**src/rtl/launch_pkg.sv**
```systemverilog
// rtl/launch_pkg.sv - state encoding and default timing shared by the launch sequencer
package launch_pkg;

  typedef enum logic [2:0] {
    ST_IDLE   = 3'd0,
    ST_CHARGE = 3'd1,
    ST_READY  = 3'd2,
    ST_FIRE   = 3'd3,
    ST_DUMP   = 3'd4,
    ST_FAULT  = 3'd5
  } launch_state_t;

  localparam int unsigned CLK_HZ = 48_000_000;

  localparam int unsigned DEF_DEBOUNCE_CYC = CLK_HZ / 100;
  localparam int unsigned DEF_CHARGE_TO    = CLK_HZ * 10;
  localparam int unsigned DEF_READY_TO     = CLK_HZ * 30;
  localparam int unsigned DEF_FIRE_CYC     = CLK_HZ / 2;
  localparam int unsigned DEF_PWM_PERIOD   = 1024;
  localparam int unsigned DEF_PWM_ON       = 64;
  localparam int unsigned DEF_DUMP_CYC     = CLK_HZ * 2;
  localparam int unsigned DEF_BLINK_BIT    = 22;

  localparam int unsigned TIMER_W = 32;

  // The state timer holds at all-ones rather than wrapping back into range.
  function automatic logic [TIMER_W-1:0] sat_inc(input logic [TIMER_W-1:0] v);
    return (&v) ? v : v + TIMER_W'(1);
  endfunction

endpackage

```
**src/rtl/launch_sequencer_if.sv**
```systemverilog
// rtl/launch_sequencer_if.sv - pad-side signal bundle between the board and the launch sequencer
interface launch_sequencer_if;
  import launch_pkg::*;

  logic          arm_button;
  logic          fire_button;
  logic          cont;
  logic          lt3420_done;
  logic          lt3420_charge;
  logic          pwm;
  logic          dump;
  logic          arm_led;
  logic          cont_led;
  launch_state_t state;
  logic          fault;

  modport master (
    input  arm_button, fire_button, cont, lt3420_done,
    output lt3420_charge, pwm, dump, arm_led, cont_led, state, fault
  );

  modport slave (
    output arm_button, fire_button, cont, lt3420_done,
    input  lt3420_charge, pwm, dump, arm_led, cont_led, state, fault
  );

endinterface

```
**src/rtl/button_debounce.sv**
```systemverilog
// rtl/button_debounce.sv - 2-FF synchronizer, stability counter and press pulse for one raw button
module button_debounce
  import launch_pkg::*;
#(
  parameter int unsigned DEBOUNCE_CYC = DEF_DEBOUNCE_CYC
) (
  input  logic clk,
  input  logic rst_n,
  input  logic btn_raw,
  output logic press
);

  localparam int unsigned CNT_W = $clog2(DEBOUNCE_CYC + 1);

  logic [1:0]       sync_q, sync_d;
  logic [CNT_W-1:0] cnt_q, cnt_d;
  logic             level_q, level_d;
  logic             press_q, press_d;

  always_ff @(posedge clk or negedge rst_n) begin
    if (!rst_n) begin
      sync_q  <= '0;
      cnt_q   <= '0;
      level_q <= 1'b0;
      press_q <= 1'b0;
    end else begin
      sync_q  <= sync_d;
      cnt_q   <= cnt_d;
      level_q <= level_d;
      press_q <= press_d;
    end
  end

  // Any cycle where the synced input agrees with the level restarts the run.
  always_comb begin
    sync_d  = {sync_q[0], btn_raw};
    cnt_d   = '0;
    level_d = level_q;
    press_d = 1'b0;
    if (sync_q[1] != level_q) begin
      if (cnt_q >= CNT_W'(DEBOUNCE_CYC - 1)) begin
        level_d = sync_q[1];
        press_d = sync_q[1];
      end else begin
        cnt_d = cnt_q + CNT_W'(1);
      end
    end
  end

  assign press = press_q;

endmodule

```
**src/rtl/launch_sequencer.sv**
```systemverilog
// rtl/launch_sequencer.sv - arm/charge/fire/dump sequencer for the HV igniter path
module launch_sequencer
  import launch_pkg::*;
#(
  parameter int unsigned DEBOUNCE_CYC = DEF_DEBOUNCE_CYC,
  parameter int unsigned CHARGE_TO    = DEF_CHARGE_TO,
  parameter int unsigned READY_TO     = DEF_READY_TO,
  parameter int unsigned FIRE_CYC     = DEF_FIRE_CYC,
  parameter int unsigned PWM_PERIOD   = DEF_PWM_PERIOD,
  parameter int unsigned PWM_ON       = DEF_PWM_ON,
  parameter int unsigned DUMP_CYC     = DEF_DUMP_CYC,
  parameter int unsigned BLINK_BIT    = DEF_BLINK_BIT
) (
  input logic                clk,
  input logic                reset_n,
  launch_sequencer_if.master io
);

  localparam int unsigned PWM_W   = $clog2(PWM_PERIOD);
  localparam int unsigned BLINK_W = BLINK_BIT + 1;

  launch_state_t      state_q, state_d;
  logic [TIMER_W-1:0] timer_q, timer_d;
  logic [PWM_W-1:0]   pwm_cnt_q, pwm_cnt_d;
  logic [BLINK_W-1:0] blink_q, blink_d;
  logic [1:0]         cont_sync_q, cont_sync_d;
  logic [1:0]         done_sync_q, done_sync_d;
  logic               charge_q, charge_d;
  logic               pwm_q, pwm_d;
  logic               dump_q, dump_d;
  logic               arm_led_q, arm_led_d;
  logic               fault_q, fault_d;

  logic arm_press;
  logic fire_press;
  logic cont_s;
  logic done_s;

  button_debounce #(.DEBOUNCE_CYC(DEBOUNCE_CYC)) u_arm_db (
    .clk     (clk),
    .rst_n   (reset_n),
    .btn_raw (io.arm_button),
    .press   (arm_press)
  );

  button_debounce #(.DEBOUNCE_CYC(DEBOUNCE_CYC)) u_fire_db (
    .clk     (clk),
    .rst_n   (reset_n),
    .btn_raw (io.fire_button),
    .press   (fire_press)
  );

  assign cont_s = cont_sync_q[1];
  assign done_s = done_sync_q[1];

  always_ff @(posedge clk or negedge reset_n) begin
    if (!reset_n) begin
      state_q     <= ST_IDLE;
      timer_q     <= '0;
      pwm_cnt_q   <= '0;
      blink_q     <= '0;
      cont_sync_q <= '0;
      done_sync_q <= '0;
      charge_q    <= 1'b0;
      pwm_q       <= 1'b0;
      dump_q      <= 1'b1;
      arm_led_q   <= 1'b0;
      fault_q     <= 1'b0;
    end else begin
      state_q     <= state_d;
      timer_q     <= timer_d;
      pwm_cnt_q   <= pwm_cnt_d;
      blink_q     <= blink_d;
      cont_sync_q <= cont_sync_d;
      done_sync_q <= done_sync_d;
      charge_q    <= charge_d;
      pwm_q       <= pwm_d;
      dump_q      <= dump_d;
      arm_led_q   <= arm_led_d;
      fault_q     <= fault_d;
    end
  end

  // Next state: list order inside each state is the abort priority.
  always_comb begin
    state_d = state_q;
    case (state_q)
      ST_IDLE: begin
        if (arm_press && cont_s) state_d = ST_CHARGE;
      end
      ST_CHARGE: begin
        if (!cont_s || arm_press)             state_d = ST_DUMP;
        else if (done_s)                      state_d = ST_READY;
        else if (timer_q >= CHARGE_TO - 1)    state_d = ST_FAULT;
      end
      ST_READY: begin
        if (!cont_s || arm_press)             state_d = ST_DUMP;
        else if (fire_press)                  state_d = ST_FIRE;
        else if (timer_q >= READY_TO - 1)     state_d = ST_DUMP;
      end
      ST_FIRE: begin
        if (timer_q >= FIRE_CYC - 1) state_d = ST_DUMP;
      end
      ST_DUMP: begin
        if (timer_q >= DUMP_CYC - 1) state_d = ST_IDLE;
      end
      ST_FAULT: begin
        if (arm_press) state_d = ST_IDLE;
      end
      default: state_d = ST_DUMP;
    endcase
  end

  always_comb begin
    cont_sync_d = {cont_sync_q[0], io.cont};
    done_sync_d = {done_sync_q[0], io.lt3420_done};
    blink_d     = blink_q + BLINK_W'(1);
    timer_d     = (state_d != state_q) ? '0 : sat_inc(timer_q);
    pwm_cnt_d   = '0;
    if (state_d == ST_FIRE && state_q == ST_FIRE) begin
      pwm_cnt_d = (pwm_cnt_q == PWM_W'(PWM_PERIOD - 1)) ? '0 : pwm_cnt_q + PWM_W'(1);
    end
  end

  // Outputs decode from the next state so they register on the same edge as state_q.
  always_comb begin
    charge_d  = 1'b0;
    pwm_d     = 1'b0;
    dump_d    = 1'b1;
    arm_led_d = 1'b0;
    fault_d   = 1'b0;
    case (state_d)
      ST_CHARGE: begin
        charge_d  = 1'b1;
        dump_d    = 1'b0;
        arm_led_d = blink_d[BLINK_BIT];
      end
      ST_READY: begin
        charge_d  = 1'b1;
        dump_d    = 1'b0;
        arm_led_d = 1'b1;
      end
      ST_FIRE: begin
        dump_d    = 1'b0;
        arm_led_d = 1'b1;
        pwm_d     = (32'(pwm_cnt_d) < PWM_ON);
      end
      ST_FAULT: begin
        fault_d   = 1'b1;
        arm_led_d = blink_d[BLINK_BIT-2];
      end
      default: begin
      end
    endcase
  end

  assign io.lt3420_charge = charge_q;
  assign io.pwm           = pwm_q;
  assign io.dump          = dump_q;
  assign io.arm_led       = arm_led_q;
  assign io.cont_led      = cont_s;
  assign io.state         = state_q;
  assign io.fault         = fault_q;

endmodule

```
**src/flat_wrapper.sv**
```systemverilog
// flat-port wrapper written by rule: the top's interface ports become plain ports
module launch_sequencer_flat import launch_pkg::*;
#(
  parameter int unsigned DEBOUNCE_CYC = DEF_DEBOUNCE_CYC,
  parameter int unsigned CHARGE_TO    = DEF_CHARGE_TO,
  parameter int unsigned READY_TO     = DEF_READY_TO,
  parameter int unsigned FIRE_CYC     = DEF_FIRE_CYC,
  parameter int unsigned PWM_PERIOD   = DEF_PWM_PERIOD,
  parameter int unsigned PWM_ON       = DEF_PWM_ON,
  parameter int unsigned DUMP_CYC     = DEF_DUMP_CYC,
  parameter int unsigned BLINK_BIT    = DEF_BLINK_BIT
)
  (clk, reset_n, io_arm_button, io_fire_button, io_cont, io_lt3420_done, io_lt3420_charge, io_pwm, io_dump, io_arm_led, io_cont_led, io_state, io_fault);
  launch_sequencer_if io_i ();
  input logic clk;
  input logic reset_n;
  input wire logic [$bits(io_i.arm_button)-1:0] io_arm_button;
  input wire logic [$bits(io_i.fire_button)-1:0] io_fire_button;
  input wire logic [$bits(io_i.cont)-1:0] io_cont;
  input wire logic [$bits(io_i.lt3420_done)-1:0] io_lt3420_done;
  output wire logic [$bits(io_i.lt3420_charge)-1:0] io_lt3420_charge;
  output wire logic [$bits(io_i.pwm)-1:0] io_pwm;
  output wire logic [$bits(io_i.dump)-1:0] io_dump;
  output wire logic [$bits(io_i.arm_led)-1:0] io_arm_led;
  output wire logic [$bits(io_i.cont_led)-1:0] io_cont_led;
  output wire logic [$bits(io_i.state)-1:0] io_state;
  output wire logic [$bits(io_i.fault)-1:0] io_fault;
  assign io_i.arm_button = io_arm_button;
  assign io_i.fire_button = io_fire_button;
  assign io_i.cont = io_cont;
  assign io_i.lt3420_done = io_lt3420_done;
  assign io_lt3420_charge = io_i.lt3420_charge;
  assign io_pwm = io_i.pwm;
  assign io_dump = io_i.dump;
  assign io_arm_led = io_i.arm_led;
  assign io_cont_led = io_i.cont_led;
  assign io_state = io_i.state;
  assign io_fault = io_i.fault;
  launch_sequencer #(.DEBOUNCE_CYC(DEBOUNCE_CYC), .CHARGE_TO(CHARGE_TO), .READY_TO(READY_TO), .FIRE_CYC(FIRE_CYC), .PWM_PERIOD(PWM_PERIOD), .PWM_ON(PWM_ON), .DUMP_CYC(DUMP_CYC), .BLINK_BIT(BLINK_BIT)) u_core (.clk(clk), .reset_n(reset_n), .io(io_i));
endmodule
```
**config.mk**
```make
export PLATFORM = sky130hd
export DESIGN_NAME = launch_sequencer_flat
export DESIGN_NICKNAME = d
export VERILOG_FILES = /design/src/rtl/launch_pkg.sv /design/src/rtl/launch_sequencer_if.sv /design/src/rtl/button_debounce.sv /design/src/rtl/launch_sequencer.sv /design/src/flat_wrapper.sv
export SDC_FILE = /design/constraint.sdc
export NUM_CORES = 1
export LEC_CHECK = 0
export ABC_CLOCK_PERIOD_IN_PS = 5400
export CAP_MARGIN = 20
export CORE_UTILIZATION = 50
export DETAILED_ROUTE_END_ITERATION = 10
export PLACE_DENSITY_LB_ADDON = 0.05
export RECOVER_POWER = 100
export REMOVE_ABC_BUFFERS = 1
export SLEW_MARGIN = 20
export SYNTH_ARGS = -nofsm -noshare
export SYNTH_HDL_FRONTEND = slang
export SYNTH_HIERARCHICAL = 1
export SYNTH_SLANG_ARGS = --single-unit
```
**constraint.sdc**
```tcl
create_clock -name clk -period 5.4 [get_ports clk]
set_input_delay 0.81 -clock clk [delete_from_list [all_inputs] [get_ports clk]]
set_output_delay 0.81 -clock clk [all_outputs]
set_load 0.005 [all_outputs]
```
==> results.sh <==
export IMPL_status="finished with violations"
export IMPL_violations="capacitance limit, slew limit"
export IMPL_p_int_uw=1660
export IMPL_drt_pass1_iter_count=8
export IMPL_grt_max_degree=74
export IMPL_cts_resized_gates=0
export IMPL_setup_viol=0
export IMPL_synth_area_leaders="dfrtp_1, xnor2_1, nor3_1"
export IMPL_maxCapViolCount=3
export IMPL_dp_cells=815
export IMPL_power_density_nw_per_um2=290
export IMPL_post_cts_setup_buffer_count=0
export IMPL_h_tree_depth=4
export IMPL_skew_ns=0.00789
export IMPL_dr_first_iter_drc_count=273
export IMPL_ios=15
export IMPL_ant_nets=0
export IMPL_fin_crit_ns=3.18
export IMPL_tightest_slew_ns=1.82
export IMPL_peakVddDrop_v=0.000213
export IMPL_fmax_mhz=314
export IMPL_post_drt_via_cell_ratio=5.59
export IMPL_hp_class="flip-flop to flip-flop"
export IMPL_port_buffers=14
export IMPL_ys_ff_latch=123
export IMPL_wl_per_cell_um=15.4
export IMPL_whs_ns=0.349
export IMPL_drive_gt1_share_pct=9.24
export IMPL_crit_type="flip-flop to flip-flop"
export IMPL_synth_async_sr_flop_share_pct=100
export IMPL_grt_pass1_wl_mm=23.1
export IMPL_die_area_um2=14000
export IMPL_clk_latency_ns=0.41
export IMPL_cts_sinks=123
export IMPL_die_y_um=118
export IMPL_post_route_period_util_pct=58.9
export IMPL_grt_pass1_vias=4738
export IMPL_required_ns=5.70
export IMPL_comb_power_share_pct=1.7
export IMPL_tritoncts="done"
export IMPL_finalMaxSlewViolations=74
export IMPL_gp_congestion=0.854
export IMPL_endpoint_kind="flip-flop"
export IMPL_finalSetupTns_ns=0
export IMPL_synth_flop_cell="dfrtp_1"
export IMPL_min_from="u_core/u_fire_db/sync_q[0]$_DFF_PN0_"
export IMPL_r2r_start="u_core/u_arm_db/cnt_q[0]$_DFF_PN0_"
export IMPL_wirelength_mm=13.0
export IMPL_r2r_setup_slack_ns=2.22
export IMPL_rows=42
export IMPL_synthToLayoutAreaGrowth_pct=7.17
export IMPL_nNetsFinal=669
export IMPL_synthCells=651
export IMPL_ys_seq_area_share_pct=45.6
export IMPL_rsz0062_at_grt="no"
export IMPL_cts_root_buf="clkbuf_16"
export IMPL_cts_hold_buf=0
export IMPL_synth_top_cell_area_share_pct=45.2
export IMPL_crit_arrival_ns=3.48
export IMPL_yosysTopAreaCell="dfrtp_1"
export IMPL_swShare_pct=20.8
export IMPL_track_usage_pct=20.8
export IMPL_critPathLaunch="u_core/u_arm_db/cnt_q[0]$_DFF_PN0_"
export IMPL_seqPwrFrac_pct=44.6
export IMPL_clockPowerShare_pct=53.8
export IMPL_drc=0
export IMPL_synth_warning_count=6
export IMPL_switching_power_uw=437
export IMPL_synth_edf_count=0
export IMPL_clk_pin_slew_ns=0.05
export IMPL_start_util_pct=51.2
export IMPL_clock_path_buffers=2
export IMPL_grt_antenna_before_repair=0
export IMPL_dr_total_vias=4731
export IMPL_diodes=0
export IMPL_core_um2=13200
export IMPL_die_w_um=118
export IMPL_crit_fanout=21
export IMPL_grt_ovfl_total=0
export IMPL_final_hold_violation_count=0
export IMPL_ys_types=79
export IMPL_cts_buffers=17
export IMPL_syn_area_per_cell_um2=10.4
export IMPL_critical_path_startpoint_type="flip-flop"
export IMPL_p_leak_uw=0.00292
export IMPL_dp_hpwl_mm=8.69
export IMPL_syn_cell_area_um2=6750
export IMPL_final_cell_count_no_fill=847
export IMPL_maxSlewHeadroom_pct=-23.2
cell usage in the layout (no fill, tap or decap), types with 3 or more instances in the layout:
| cell | instances |
|---|---|
| dfrtp_1 | 122 |
| nor3_1 | 91 |
| xnor2_1 | 75 |
| nor2_1 | 53 |
| nand2_1 | 46 |
| nand3_1 | 37 |
| inv_1 | 23 |
| nand4_1 | 18 |
| clkbuf_16 | 17 |
| xor2_1 | 16 |
| nor4_1 | 14 |
| dlygate4sd3_1 | 13 |
| and3_1 | 10 |
| a21oi_1 | 7 |
| clkinv_2 | 5 |
| nor3b_1 | 5 |
| a211oi_1 | 5 |
| o21ai_0 | 5 |
| a41oi_1 | 5 |
| ha_1 | 5 |
| clkbuf_8 | 4 |
| and4_1 | 4 |
| o2111ai_1 | 4 |
| a211o_1 | 4 |
| o21a_1 | 4 |
| nand4_2 | 4 |
| a21o_1 | 4 |
| clkinvlp_4 | 3 |
| buf_4 | 3 |
| nand2b_1 | 3 |
| or3_1 | 3 |
final timing paths:
path / endpoint / cells after the start
max in group asynchronous: u_core/u_fire_db/level_q$_DFFE_PN0P_ / 2
min: u_core/u_fire_db/sync_q[1]$_DFF_PN0_ / 0
min reg2reg: u_core/u_fire_db/sync_q[1]$_DFF_PN0_ / 0
min in group asynchronous: u_core/timer_q[22]$_DFFE_PN0P_ / 1
max: u_core/u_arm_db/level_q$_DFFE_PN0P_ / 5
max reg2reg: u_core/u_arm_db/level_q$_DFFE_PN0P_ / 5
critical path: stages (launching register included):
cell and delay (ns):
dfrtp_1 0.40, ha_1 0.21, nand3_1 0.29, a211o_1 0.38, a41oi_1 1.34, mux2_2 0.44
cells in the mapped netlist, types with 4 or more instances:
library cell	n
a211o_1	4
a211oi_1	5
a21o_1	4
a21oi_1	7
and3_1	10
and4_1	4
buf_12	4
buf_2	4
buf_4	5
buf_6	7
clkbuf_1	4
dfrtp_1	122
ha_1	5
inv_1	23
nand2_1	46
nand3_1	35
nand4_1	18
nand4_2	4
nor2_1	53
nor3_1	62
nor3_2	30
nor3b_1	5
nor4_1	13
o2111ai_1	4
o21a_1	4
o21ai_0	4
xnor2_1	75
xor2_1	16
registers in the layout, indices dropped and copies added, names as in the netlist, 3 cells and up:
register                flops
u_core/blink_q             23
u_core/io.state             3
u_core/pwm_cnt_q           10
u_core/timer_q             32
u_core/u_arm_db/cnt_q      19
u_core/u_fire_db/cnt_q     19
cell families after synthesis:
logic type      after synthesis  synth area share [%]
simple gates                312                  27.3
flops                       123                  45.6
compound gates               62                  7.95
buf+inv                      53                  5.61
mux                           5                 0.852
xor+xnor                     91                  11.8
fa+ha+maj                     5                 0.926
layout make-up:
cell class                 instances  area, um2
multi-input combinational        475       3090
sequential                       123       3080
timing repair buffer              18        160
tap                              176        220
clock buffer                      21        480
fill                            1167       5950
clock inverter                    11        116
inverter                          23       86.3
per-layer routing:
metal | track usage (%) | part of all wire (%) | vias up
met2 | 33.3 | 47 | 55
met3 | 4.49 | 2.6 | 18
met5 | 0 | 0 | -
li1 | - | - | 2336
met1 | 27.3 | 49 | 2322
met4 | 8.73 | 1.7 | 0
power by group through the flow:
stage,Sequential [uW],Combinational (uW),Clock [uW]
6_report,935,35.2,1130
5_1_grt,936,41.9,1200
4_1_cts,935,39.0,1160
3_5_place_dp,952,38.8,0
3_3_place_gp,951,37.7,0
2_1_floorplan,950,10.3,0
stage by stage:
stage                     cell area, um2  setup WS [ns]  power [uW]  util [%]
after floorplan                     6460           2.98         961         -
after CTS                           7440           2.61        2130      56.4
after global placement              6850           2.65         989      51.9
after detailed placement            6850           2.60         990      51.9
after global routing                7240           1.99        2180      54.9
final                               7240           2.22        2100      54.9
Note: power is estimated with default switching activity, not from simulation.
